$ cat config.mk
export PLATFORM = sky130hd
export DESIGN_NAME = alu_vec_scheduler
export DESIGN_NICKNAME = d
export VERILOG_FILES = /design/src/rtl/alu_vec_scheduler.sv
export SDC_FILE = /design/constraint.sdc
export NUM_CORES = 1
export LEC_CHECK = 0
export BUFFER_PORTS_ARGS = -buffer_cell sky130_fd_sc_hd__buf_2
export CORE_MARGIN = 3
export CORE_UTILIZATION = 47
export CTS_CLUSTER_SIZE = 25
export DETAILED_ROUTE_END_ITERATION = 12
export GPL_ROUTABILITY_DRIVEN = 0
export PLACE_DENSITY = 0.84
export SYNTH_ARGS = -nofsm -noshare
export SYNTH_HDL_FRONTEND = slang
export SYNTH_SLANG_ARGS = --single-unit
$ cat constraint.sdc
create_clock -name clk -period 2.7 [get_ports clk]
set_input_delay 0.135 -clock clk [delete_from_list [all_inputs] [get_ports clk]]
set_output_delay 0.135 -clock clk [all_outputs]
set_load 0.005 [all_outputs]
$ cat src/rtl/alu_vec_scheduler.sv
// alu_vec_scheduler: shares one ALU lane among N_REQ requesters.
// Arbitrates, latches the winning operation, pulses alu_enable for one
// cycle, waits ALU_LAT cycles, then returns the result with the owner ID
// over a valid/ready response channel.
// Optional macro ALU_SCHED_FIXED_PRIO_EN: lowest-index valid requester
// always wins and the round-robin pointer is removed. Default build is
// round-robin.
module alu_vec_scheduler #(
    parameter int WIDTH   = 4,
    parameter int N_REQ   = 4,
    parameter int ALU_LAT = 1
) (
    input  logic                       clk,
    input  logic                       rst,
    input  logic [N_REQ-1:0]           req_valid,
    output logic [N_REQ-1:0]           req_ready,
    input  logic [WIDTH*N_REQ-1:0]     req_a,
    input  logic [WIDTH*N_REQ-1:0]     req_b,
    input  logic [3*N_REQ-1:0]         req_select,
    output logic [WIDTH-1:0]           alu_a,
    output logic [WIDTH-1:0]           alu_b,
    output logic [2:0]                 alu_select,
    output logic                       alu_enable,
    input  logic [2*WIDTH-1:0]         alu_result,
    input  logic                       alu_inf,
    output logic                       rsp_valid,
    input  logic                       rsp_ready,
    output logic [2*WIDTH-1:0]         rsp_data,
    output logic                       rsp_inf,
    output logic [$clog2(N_REQ)-1:0]   rsp_id,
    output logic                       busy
);

    localparam int IDW   = $clog2(N_REQ);
    localparam int CNT_W = 3;

    typedef enum logic [1:0] {
        IDLE  = 2'd0,
        ISSUE = 2'd1,
        WAIT  = 2'd2,
        DONE  = 2'd3
    } state_t;

    state_t            state;
    state_t            state_d;
    logic [CNT_W-1:0]  lat_cnt;
    logic              grant_any;
    logic [IDW-1:0]    grant_idx;
    logic              accept;

`ifndef ALU_SCHED_FIXED_PRIO_EN
    logic [IDW-1:0]    rr_ptr;
`endif

    // Arbitration: first valid requester found searching upward from the start point
    always_comb begin
        int idx;
        int start;
        grant_any = 1'b0;
        grant_idx = '0;
        idx       = 0;
`ifdef ALU_SCHED_FIXED_PRIO_EN
        start     = 0;
`else
        start     = int'(rr_ptr);
`endif
        for (int k = 0; k < N_REQ; k++) begin
            idx = start + k;
            if (idx >= N_REQ) begin
                idx = idx - N_REQ;
            end
            if (!grant_any && req_valid[idx]) begin
                grant_any = 1'b1;
                grant_idx = IDW'(idx);
            end
        end
    end

    // FSM state register
    always_ff @(posedge clk) begin
        if (rst) begin
            state <= IDLE;
        end else begin
            state <= state_d;
        end
    end

    // FSM next state and state-decoded outputs
    always_comb begin
        state_d    = state;
        req_ready  = '0;
        accept     = 1'b0;
        alu_enable = 1'b0;
        rsp_valid  = 1'b0;
        busy       = (state != IDLE);
        case (state)
            IDLE: begin
                if (grant_any) begin
                    req_ready[grant_idx] = 1'b1;
                    accept               = 1'b1;
                    state_d              = ISSUE;
                end
            end
            ISSUE: begin
                alu_enable = 1'b1;
                state_d    = WAIT;
            end
            WAIT: begin
                if (lat_cnt == '0) begin
                    state_d = DONE;
                end
            end
            DONE: begin
                rsp_valid = 1'b1;
                if (rsp_ready) begin
                    state_d = IDLE;
                end
            end
            default: state_d = IDLE;
        endcase
    end

`ifndef ALU_SCHED_FIXED_PRIO_EN
    // Round-robin pointer moves just past the requester that was accepted
    always_ff @(posedge clk) begin
        if (rst) begin
            rr_ptr <= '0;
        end else if (accept) begin
            if (grant_idx == IDW'(N_REQ - 1)) begin
                rr_ptr <= '0;
            end else begin
                rr_ptr <= grant_idx + 1'b1;
            end
        end
    end
`endif

    // Operation latch, latency counter and response capture
    always_ff @(posedge clk) begin
        if (rst) begin
            alu_a      <= '0;
            alu_b      <= '0;
            alu_select <= '0;
            rsp_id     <= '0;
            rsp_data   <= '0;
            rsp_inf    <= 1'b0;
            lat_cnt    <= '0;
        end else begin
            if (accept) begin
                alu_a      <= req_a[grant_idx*WIDTH +: WIDTH];
                alu_b      <= req_b[grant_idx*WIDTH +: WIDTH];
                alu_select <= req_select[grant_idx*3 +: 3];
                rsp_id     <= grant_idx;
            end
            if (state == ISSUE) begin
                lat_cnt <= CNT_W'(ALU_LAT - 1);
            end else if (state == WAIT && lat_cnt != '0) begin
                lat_cnt <= lat_cnt - 1'b1;
            end
            if (state == WAIT && lat_cnt == '0) begin
                rsp_data <= alu_result;
                rsp_inf  <= alu_inf;
            end
        end
    end

endmodule

==> results of run 1 <==
[worst max-delay path by stage]
| stage | slack [ns] | to | start | cells after the start |
|---|---|---|---|---|
| after floorplan | 1.09 | rr_ptr[0]$_SDFFE_PP0P_ | rr_ptr[0]$_SDFFE_PP0P_ | 10 |
| after global placement | 0.90 | alu_a[1]$_SDFFE_PP0P_ | req_valid[3] | 7 |
| after detailed placement | 0.87 | alu_a[1]$_SDFFE_PP0P_ | req_valid[3] | 7 |
| after CTS | 0.52 | req_ready[3] | rr_ptr[0]$_SDFFE_PP0P_ | 8 |
| after global routing | 0.36 | req_ready[3] | rr_ptr[0]$_SDFFE_PP0P_ | 8 |
| final | 0.55 | req_ready[3] | rr_ptr[0]$_SDFFE_PP0P_ | 8 |
[flip-flops by register name, indices dropped and copies added (netlist names)]
signal / flops
rsp_data: 8
alu_a: 4
alu_b: 4
alu_select: 3
lat_cnt: 3
rr_ptr: 2
rsp_id: 2
state: 2
rsp_inf: 1
[worst max-delay path: stages (launching register included)]
cell      delay, ns
dfxtp_1        0.34
nand2b_1       0.16
a21oi_1        0.13
a211o_1        0.11
buf_4          0.35
inv_1          0.14
ha_1           0.21
and2_1         0.13
buf_2          0.12
[cells in the mapped netlist]
| library cell | instances |
|---|---|
| nor4_1 | 1 |
| buf_2 | 2 |
| a211o_1 | 1 |
| dfxtp_1 | 29 |
| nor2_2 | 1 |
| nor2_1 | 19 |
| nor3_4 | 1 |
| a22oi_1 | 1 |
| nand3b_1 | 11 |
| buf_4 | 2 |
| mux2i_1 | 33 |
| xnor2_1 | 1 |
| a21boi_0 | 1 |
| and2_1 | 1 |
| inv_1 | 11 |
| a21oi_1 | 6 |
| buf_12 | 1 |
| buf_6 | 3 |
| o22ai_1 | 1 |
| a221oi_1 | 1 |
| a211oi_1 | 1 |
| nand2b_1 | 4 |
| ha_1 | 7 |
| and3_1 | 1 |
| nor3_1 | 5 |
| a2111oi_0 | 1 |
| o221ai_1 | 11 |
| clkbuf_1 | 3 |
| nor3b_2 | 1 |
| nand3_1 | 1 |
| nand2_1 | 6 |
[power groups by stage]
stage	Clock, mW	Combinational [mW]	Sequential (mW)
after floorplan	0	0.686	0.666
after global placement	0	0.918	0.662
after detailed placement	0	0.936	0.666
after CTS	0.313	0.938	0.657
after global routing	0.333	1.04	0.676
final	0.306	0.932	0.656
[stage by stage]
step / cell area (um2) / setup slack (ns)
after CTS: 2100 / 0.520
final: 2100 / 0.546
after detailed placement: 2030 / 0.872
after global placement: 2030 / 0.904
after global routing: 2100 / 0.360
after floorplan: 1610 / 1.09
[final cells by class]
class / instances / area (um2) / share of cell area
multi-input cells: 117 / 893 / 0.426
flip-flops and latches: 29 / 581 / 0.277
repair buffers: 90 / 455 / 0.217
clock buffers: 7 / 65.1 / 0.0310
well taps: 44 / 55.1 / 0.0263
inverters: 11 / 41.3 / 0.0197
clock inverters: 1 / 5.00 / 0.00239
[cell families (layout without fill, tap and decap cells)]
logic type,count (synthesis),in the layout,share of synthesized area
compound gates,24,24,0.113
simple gates,52,52,0.178
fa+ha+maj,7,7,0.0546
flops,29,29,0.362
mux,33,33,0.206
xor+xnor,1,1,0.00546
buf+inv,22,109,0.0818
[routing by layer]
layer	track usage	part of all wire	vias to the layer above
li1	-	-	776
met1	0.246	0.40	705
met2	0.329	0.50	48
met3	0.0468	0.064	12
met4	0.111	0.028	0
met5	0	0	-
[layout by cell type, fill, tap and decap left out, types with 2 or more instances in the layout]
cell type  synthesis  layout
a21oi_1            6       6
buf_2              2      88
buf_4              2       2
clkbuf_4           0       5
clkbuf_8           0       2
dfxtp_1           29      29
ha_1               7       7
inv_1             11      11
mux2i_1           33      33
nand2_1            6       6
nand2b_1           4       4
nand3b_1          11      11
nor2_1            19      19
nor3_1             5       5
o221ai_1          11      11
==> summary.md, run 1 <==
The per-cell routed wire length was 13.4 um; the first-pass iteration count of the detailed router was 4. Total power for the finished layout comes to 1.89 mW. The number of H-tree branching levels was 2. In this run the vertical extent of the chip is 64.4 um.

Setup repair after global routing left no endpoint under its margin. The tightest slew margin relative to the limit came out at 0.617. Ranked by total cell area, the synthesized netlist is headed by dfxtp_1 36%, mux2i_1 21%, o221ai_1 6.0%.

In this run the tool buffered the top-level ports with 88 buffer cells. The tools report the cell internal power dissipation as 1.16 mW. The combined global-route utilization of all metal layers is 0.202. Switching share of power: 0.387.

The synthesized netlist occupies a cell area of 1610 um2. STA classifies the critical path endpoint as an output port. Global routing finished with a remaining overflow of 0.

Summed over all layers, the routed wires come to 4010 um. The post-detailed-route count of antenna-violating nets was 0; the number of max-slew violations in the final report was 0. The first global-routing pass estimated 6530 um of wire. Including well taps, the total number of placed cells is 291.

Smallest hold slack: 0.0292 ns. Synthesis instantiated 31 different standard cells from the library. Compared with the post-synthesis result, the final layout area differs by 30.6%. The post-synthesis register bit count was 29; the core box area was 3150 um2. After synthesis, the mean cell area works out to 9.56 um2. The max-cap violation count is 0, and the biggest fanout along the worst timing path is 26. Hold path depth: 3.

The run gives 0 as the final count of negative-setup-slack endpoints. The run gives 29 as the count of clock tree sinks. The leakage power was 1.15 nW; the number of DRC markers in iteration 0 was 88.

The fraction of the core area covered by cells at the end of the flow is 0.665. The post-synthesis sequential area ratio was 0.362. In this run the most critical hold path is launched from alu_result[0].

The root buffer cell chosen for the clock tree is clkbuf_4. For the worst setup path, the data arrival time is 2.02 ns. Clock-pin slew was measured on the worst setup and hold paths at 0.09 ns. The tools report the switching power summed over all nets as 734 uW.

In the final timing run, aggregate negative setup slack is 0 ns. For this design the top-level I/O count stands at 89. The cell type with the largest total area after synthesis is dfxtp_1. Entering global routing, the biggest net connects 31 pins.

TritonCTS built the clock tree. The logs give 168 for the cell count after synthesis and 321 for the number of nets at the end of the flow. The post-route clock skew is 0.00670 ns, and the die width is 64.4 um. The fraction of final layout cells with drive strength greater than 1 is 0.396. The die footprint was 4150 um2; the half-perimeter wire length after placement was 3090 um.

Derived from the worst setup path, the maximum achievable clock frequency is 464 MHz. For this run, the number of standard cells in the final layout without fillers is 299. Starting density of the core: 0.509. Across all register-to-register paths, the minimum setup slack is 0.89 ns. The worst-margin pin slew was 0.573 ns; the proportion of netlist area held by the largest area contributor was 0.362. The logs give 0.161 for the clock share of power and 1469 for the via count of the first global-routing pass. The path with the worst hold slack has its endpoint at rsp_data[0]$_SDFFE_PP0P_. The via count normalized by instance count works out to 5.15.

The number of antenna violations at the first check in global routing came out at 0. The worst path in the final design needs a cycle of 2.15 ns, including I/O delays and setup. The net count after synthesis came out at 235. The run finished with clean final reports. The largest voltage drop on the vdd net was 0.000504 V; the number of failing hold endpoints at the final stage was 0. Final cycle utilization of the critical path: 0.798.

For this run, design rule violations remaining after detail routing come to 0. The total via count after detailed routing is 1541. The initialized floorplan defines 20 standard-cell rows. The tightest min-delay check is of the in -> reg type.

The areal power density over the cells works out to 904 nW/um2. The launching element type of the critical path is a flip-flop. The worst-skew pair later-pin latency is 0.33 ns.

The run gives 0 as the number of synthesis warnings. In this run the critical register-to-register path is launched from state[0]$_SDFFE_PP0P_. The number of cells upsized or downsized after cts is 0. The filler cell count was 285. Buffers added to address setup during post-CTS repair amount to 0. The number of antenna diodes in the final layout is 0.

The tools report the combinational cell fraction of total power as 0.492. Data on the critical path is required at its endpoint by 2.57 ns. Class of the most critical setup path: reg -> out. The number of buffers on the longest clock path was 2. The total clock buffers created by CTS is 5, and the number of cell instances on the worst register-to-register path is 6.

The endpoint identified for the worst register-to-register timing path is state[1]$_SDFFE_PP0P_. The number of hold buffers added after CTS was 0. For the sequential share of power, the log shows 0.347.
(Power assumes the default switching activity.)
==> run 2, diff against run 1 <==
--- a/config.mk
+++ b/config.mk
@@ -7,11 +7,11 @@
 export LEC_CHECK = 0
 export BUFFER_PORTS_ARGS = -buffer_cell sky130_fd_sc_hd__buf_2
 export CORE_MARGIN = 3
-export CORE_UTILIZATION = 47
+export CORE_UTILIZATION = 44
 export CTS_CLUSTER_SIZE = 25
 export DETAILED_ROUTE_END_ITERATION = 12
 export GPL_ROUTABILITY_DRIVEN = 0
-export PLACE_DENSITY = 0.84
+export PLACE_DENSITY = 0.79
 export SYNTH_ARGS = -nofsm -noshare
 export SYNTH_HDL_FRONTEND = slang
 export SYNTH_SLANG_ARGS = --single-unit
==> constraint.sdc (replaced) <==
create_clock -name clk -period 2.25 [get_ports clk]
set_input_delay 0.1125 -clock clk [delete_from_list [all_inputs] [get_ports clk]]
set_output_delay 0.1125 -clock clk [all_outputs]
set_load 0.005 [all_outputs]
==> run 2 against run 1 <==
Compared with the run above:
- power rose by 26%
- hold slack got worse by 0.015 ns
- core utilization fell by 3.8 points
- via count fell by 2.6%
- clock power rose by 49%
- critical path depth fell by 1
- register-to-register slack worse by 0.43 ns
- critical endpoint unchanged
- highest routed layer unchanged
==> summary.md, run 2 (synthesis results as in run 1) <==
The flow ran to the end, and the final reports show no timing, DRC or antenna violations. The arrival time at the worst endpoint was 1.94 ns (-0.08 ns); the die footprint was 4410 um2 (+6.2%). The area after detailed placement was 2040 um2 (+0.74%); the combined global-route utilization of all metal layers was 0.185 (-0.0171).

TritonCTS built the clock tree. The number of cells in the finished layout apart from fillers was 302 (+1.0%). The category of the worst setup path capture point is an output port.

The final cycle utilization of the critical path works out to 0.911. The number of H-tree branching levels is 2 (unchanged), and the required time at the endpoint of the critical path is 2.14 ns (-0.43 ns). The worst-margin pin slew works out to 0.548 ns (-0.0244 ns).

The number of flip-flops in the largest register was 8 (unchanged); the largest voltage drop on the vdd net was 0.000640 V (+27%). Register with the highest flop count: rsp_data. The logs give 2 (unchanged) for the number of buffers on the longest clock path and 3110 um (+0.52%) for the half-perimeter wire length after placement. The DRC violation count after routing was 0 (unchanged). The logs give 21 (+5.0%) for the number of core rows and 312 (+9.5%) for the filler cell count. The fraction of final layout cells with drive strength greater than 1 is 0.395 (-0.00155). In this run the critical register-to-register path is launched from state[0]$_SDFFE_PP0P_. Post-synthesis to final-layout area growth: 33.3%. The number of DRC markers in iteration 0 is 47 (-47%), and the maximum achievable frequency is 488 MHz. The top cell types in the final layout, fill and taps aside, are 88 x buf_2, 33 x mux2i_1, 29 x dfxtp_1. The type of the worst min-delay path is in -> reg. The number of cells in the design after placement is 293 (+0.69%). In this run the most critical hold path is launched from alu_inf.

The tools report the reg-to-reg endpoint as state[1]$_SDFFE_PP0P_. The post-route worst setup slack was 0.200 ns (-0.345 ns). The sequential share of power was 0.328 (-0.019); the number of failing hold endpoints at the final stage was 0 (unchanged).

The logs give 4 (unchanged) for the first-pass iteration count of the detailed router and 0.484 ns (-0.389 ns) for the worst setup slack before clock tree synthesis. Switching share of power: 0.373 (-0.0142). The via count of the first global-routing pass was 1440 (-2.0%). The first-pass GRT wire length was 6260 um (-4.1%). In this run the most used layer during global routing was met2. The run gives 0.46 ns (-0.43 ns) as the slack of the worst reg-to-reg path. The number of nets at the end of the flow is 322 (+0.31%), and the number of cell instances on the worst register-to-register path is 6 (unchanged).

For the global routing usage on met1, the log shows 0.220 (-0.0263). In the final layout, the registers with the most flip-flops are rsp_data x8, alu_a x4, alu_b x4. The logs give 0.00660 ns (-0.0000922 ns) for the post-route clock skew and 0 ns (unchanged) for the setup TNS. The clock share of power was 0.191 (+0.030); the areal power density over the cells was 1120 nW/um2 (+23%).

The tightest slew margin relative to the limit came out at 0.633 (+0.0163). The via count normalized by instance count is 4.97 (-3.6%). The launching element type of the critical path is a flip-flop.

The biggest fanout along the worst timing path is 9 (-65%), and the per-cell routed wire length is 13.2 um (-1.3%). The number of antenna violations at the first check in global routing was 0 (unchanged); the residual overflow from global routing was 0 (unchanged). The count of port buffers added during placement came out at 88 (unchanged). The worst-skew pair later-pin latency is 0.32 ns (about the same), and the number of max-slew violations in the final report is 0 (unchanged). The wire length after detailed routing was 4000 um (-0.32%); the cell internal power dissipation was 1.50 mW (+29%).

The run gives 0 (unchanged) as the number of cells upsized or downsized after cts. The largest net degree at the start of global routing came out at 31 (unchanged). The fraction of met3 tracks used by global routing is 0.0510 (+0.00423).

Die width: 66.4 um (+3.0%). The y dimension of the die is 66.4 um (+3.0%). Number of top-level design ports: 89 (unchanged). Sink of the worst hold path: rsp_inf$_SDFFE_PP0P_. The run gives 0 (unchanged) as the max-cap violation count. The routing usage on met2 is 0.305 (-0.0238), and the count of clock tree sinks is 29 (unchanged).

The starting density of the core is 0.470 (-0.0392), and the diode insertion count for antenna repair is 0 (unchanged). The leakage power came out at 1.16 nW (+1.1%). Switching power summed over all nets: 891 uW (+21%).

The total clock buffers created by CTS is 5 (unchanged). The run gives 0 (unchanged) as the post-detailed-route count of antenna-violating nets. The final count of negative-setup-slack endpoints is 0 (unchanged). Class of the most critical setup path: reg -> out. Subtracting the final worst setup slack from the clock period gives 2.05 ns. The combinational cell fraction of total power was 0.481 (-0.011); the hold path depth was 3 (unchanged). Core box area: 3420 um2 (+8.3%).

Total via count after detailed routing: 1501 (-2.6%). Leading cell type in the layout, fill and taps excluded: buf_2. The run gives 2140 um2 (+2.1%) as the post-layout instance area.

Setup repair after global routing left no endpoint under its margin. The clock-pin transition on the worst setup and hold timing paths came out at 0.10 ns (about the same). The cell sitting at the root of the clock tree is a clkbuf_4. Power after layout: 2.39 mW (+26%).
run 2: cell count changes in the layout (fill, tap and decap cells not counted), sizes merged:
cell and change:
clkbuf -1, clkinv -1, bufinv +1, clkinvlp +1, dlygate4sd3 +1
run 2: worst max-delay path: stages, from the launching register on:
cell and delay, ns:
dfxtp_1 0.33, nand2b_1 0.16, a21oi_1 0.13, a211o_1 0.38
inv_1 0.14, ha_1 0.21, and2_1 0.14, buf_2 0.12
run 2: worst max path at each step:
stage | start | end | slack (ns) | depth (start not counted)
3_3_place_gp | state[0]$_SDFFE_PP0P_ | state[1]$_SDFFE_PP0P_ | 0.51 | 6
2_1_floorplan | rr_ptr[0]$_SDFFE_PP0P_ | rr_ptr[0]$_SDFFE_PP0P_ | 0.64 | 10
4_1_cts | rr_ptr[0]$_SDFFE_PP0P_ | req_ready[3] | 0.18 | 7
3_5_place_dp | state[0]$_SDFFE_PP0P_ | state[1]$_SDFFE_PP0P_ | 0.48 | 6
6_report | rr_ptr[0]$_SDFFE_PP0P_ | req_ready[3] | 0.20 | 7
5_1_grt | rr_ptr[0]$_SDFFE_PP0P_ | req_ready[3] | 0.08 | 7
run 2: layout make-up:
type	count	area, um2	area share
clock inverter	2	37.5	0.0175
sequential	29	581	0.271
timing repair buffer	91	478	0.223
clock buffer	6	51.3	0.0240
tap	46	57.6	0.0269
multi-input combinational	117	893	0.418
inverter	11	41.3	0.0193
run 2: power by group through the flow:
stage | Sequential [mW] | Clock, mW | Combinational, mW
final | 0.782 | 0.456 | 1.15
after floorplan | 0.800 | 0 | 0.824
after global placement | 0.791 | 0 | 1.14
after detailed placement | 0.791 | 0 | 1.16
after CTS | 0.782 | 0.465 | 1.16
after global routing | 0.806 | 0.491 | 1.28
run 2: metrics by stage:
step	hold slack [ns]	utilization
after floorplan	0.256	-
after global placement	0.342	0.597
after detailed placement	0.353	0.597
after CTS	0.00306	0.626
after global routing	0.00356	0.626
final	0.0141	0.626
run 2: per-layer routing:
metal	share of wire	wire length, um
met3	0.063	252
met4	0.017	68
met1	0.41	1620
met5	0	0
met2	0.51	2050
run 2: what timing repair did:
| action | CTS | global route |
|---|---|---|
| hold buffers | 1 | 0 |
| buffers inserted | 0 | 0 |
| hold endpoints to repair | 1 | 0 |
==> run 3, diff against run 2 <==
--- a/config.mk
+++ b/config.mk
@@ -8,10 +8,10 @@
 export BUFFER_PORTS_ARGS = -buffer_cell sky130_fd_sc_hd__buf_2
 export CORE_MARGIN = 3
 export CORE_UTILIZATION = 44
-export CTS_CLUSTER_SIZE = 25
 export DETAILED_ROUTE_END_ITERATION = 12
 export GPL_ROUTABILITY_DRIVEN = 0
 export PLACE_DENSITY = 0.79
+export RECOVER_POWER = 25
 export SYNTH_ARGS = -nofsm -noshare
 export SYNTH_HDL_FRONTEND = slang
 export SYNTH_SLANG_ARGS = --single-unit
==> run 3 against run 2 <==
Compared with the run above:
- fmax hardly changed
- non-clock buffer count stayed put
- core utilization fell by 0.33 points
- clock-buffer cell count did not move
- critical path depth did not move
- critical path type unchanged
- final area is 0.53% lower
- hold slack improved by 0.0021 ns
- global-route usage unchanged
- routed wire length decreased by 0.80%
==> summary.md, run 3 (synthesis results as in run 1) <==
The tightest slew margin relative to the limit is 0.635 (+0.00198). The number of max-slew violations in the final report is 0 (unchanged). The via count of the first global-routing pass is 1440 (unchanged), and the number of buffers on the longest clock path is 2 (unchanged).

The tools report the post-route clock skew as 0.00754 ns (+0.000938 ns). The y dimension of the die was 66.4 um (unchanged); the leakage power was 1.13 nW (-3.0%). Die footprint: 4410 um2 (unchanged). Half-perimeter wire length after placement: 3110 um (unchanged). The multi-input combinational cell area came out at 893 um2 (unchanged). TritonCTS built the clock tree.

The number of flip-flops in the largest register came out at 8 (unchanged). The worst setup path is launched from a flip-flop. For the final count of negative-setup-slack endpoints, the log shows 0 (unchanged). The area after detailed placement came out at 2040 um2 (unchanged). For the post-detailed-route count of antenna-violating nets, the log shows 0 (unchanged). The largest net degree at the start of global routing is 31 (unchanged). Post-route minimum period: 2.05 ns (+0.0000780 ns). The worst-margin pin slew works out to 0.545 ns (-0.00296 ns). The hold path depth was 3 (unchanged); the total clock buffers created by CTS was 5 (unchanged).

The largest voltage drop on the vdd net is 0.000632 V (-1.1%). The areal power density over the cells came out at 1110 nW/um2 (-0.26%). The residual overflow from global routing came out at 0 (unchanged). The tools report the fraction of the core area covered by cells at the end of the flow as 0.623 (-0.00330). The register with the highest flop count is rsp_data. The smallest hold slack is 0.0163 ns (+0.00211 ns), and the diode insertion count for antenna repair is 0 (unchanged). The run finished with clean final reports. In the layout the commonest cells are 79 x buf_2, 33 x mux2i_1, 29 x dfxtp_1. The logs give 0 (unchanged) for the number of cells upsized or downsized after cts and 6260 um (unchanged) for the first-pass GRT wire length. The run gives 581 um2 (unchanged) as the register cell area after layout. The library cell used most frequently in the layout, excluding fill and tap cells, is buf_2. The final cycle utilization of the critical path was 0.911 (about the same); the via count normalized by instance count was 4.99 (+0.40%).

The count of clock tree sinks was 29 (unchanged). The required time at the endpoint of the critical path came out at 2.14 ns (about the same). The run gives 322 (unchanged) as the number of nets at the end of the flow. Category of the worst setup path capture point: an output port.

The path class of the tightest hold or removal check is in -> reg. The number of failing hold endpoints at the final stage was 0 (unchanged). The run gives 0 (unchanged) as the number of antenna violations at the first check in global routing.

The starting density of the core came out at 0.470 (unchanged). The fraction of final layout cells with drive strength greater than 1 works out to 0.359 (-0.0352). The post-layout instance area is 2130 um2 (-0.53%). Setup repair after global routing left no endpoint under its margin.

The worst-skew pair later-pin latency was 0.32 ns (about the same); the clock-pin transition on the worst setup and hold timing paths was 0.10 ns (about the same). The logs give 313 (+0.32%) for the filler cell count and 3960 um (-0.80%) for the wire length after detailed routing. Per-cell routed wire length: 13.1 um (-0.80%).

Number of DRC markers in iteration 0: 50 (+6.4%). The class of the most critical setup path is reg -> out. Total via count after detailed routing: 1507 (+0.40%). The tools report the core box area as 3420 um2 (unchanged).

The largest registers in the layout are rsp_data x8, alu_a x4, alu_b x4. The count of port buffers added during placement was 88 (unchanged). The number of core rows is 21 (unchanged), and the post-synthesis to final-layout area growth is 32.6%. The DRC violation count after routing was 0 (unchanged). The tools report the setup TNS as 0 ns (unchanged).

The number of top-level design ports was 89 (unchanged); the number of cell instances on the worst register-to-register path was 6 (unchanged). The arrival time at the worst endpoint came out at 1.94 ns (about the same). The max-cap violation count was 0 (unchanged); the number of H-tree branching levels was 2 (unchanged).

The die width was 66.4 um (unchanged); the number of buffers added for setup after CTS was 0 (unchanged). The maximum achievable frequency was 488 MHz (about the same). The run gives 0.185 (unchanged) as the combined global-route utilization of all metal layers. The tree is rooted in a clkbuf_4. For the first-pass iteration count of the detailed router, the log shows 4 (unchanged). The biggest fanout along the worst timing path came out at 9 (unchanged).
[run 3: cell count changes in the layout (fill, tap and decap cells not counted), sizes merged]
| cell | delta |
|---|---|
| buf | -9 |
| clkbuf | +9 |
[run 3: report_power, final]
group          switching [mW]  internal, mW  leakage, nW
sequential             0.0979         0.685        0.238
clock                   0.191         0.264       0.0445
combinational           0.600         0.531        0.847
total                   0.889          1.48         1.13
[run 3: routing by layer]
metal  vias up  GRT usage  wire (um)
met5         -          0          0
met4         0     0.0888         68
met3         8     0.0510        249
met2        43      0.305       2050
met1       682      0.220       1590
li1        774          -          -
[run 3: worst max-delay path: stages, from the launching register on]
cell and delay (ns):
dfxtp_1 0.33, nand2b_1 0.16, a21oi_1 0.13, a211o_1 0.38, inv_1 0.14, ha_1 0.22
and2_1 0.14, buf_2 0.12
[run 3: layout make-up]
cell class                 count  share of cell area
timing repair buffer          91               0.219
clock buffer                   6              0.0241
tap                           46              0.0270
inverter                      11              0.0194
clock inverter                 2              0.0176
sequential                    29               0.273
multi-input combinational    117               0.420
[run 3: per-stage QoR]
stage / instances / total power, mW / worst slack, ns
after floorplan: 168 / 1.62 / 0.637
after global placement: 293 / 1.93 / 0.510
after detailed placement: 293 / 1.95 / 0.484
after CTS: 302 / 2.41 / 0.180
after global routing: 302 / 2.56 / 0.0768
final: 302 / 2.37 / 0.200
[run 3: path summary, 6_finish.rpt]
check        slack, ns                   start                     end
max               0.20  rr_ptr[0]$_SDFFE_PP0P_            req_ready[3]
min               0.02                 alu_inf    rsp_inf$_SDFFE_PP0P_
max reg2reg       0.46   state[0]$_SDFFE_PP0P_   state[1]$_SDFFE_PP0P_
min reg2reg       0.49  rsp_id[1]$_SDFFE_PP0P_  rsp_id[1]$_SDFFE_PP0P_
[run 3: repair_timing]
action | in CTS | in global routing
hold endpoints to repair | 1 | 0
setup endpoints to repair | 0 | 0
hold buffers | 1 | 0
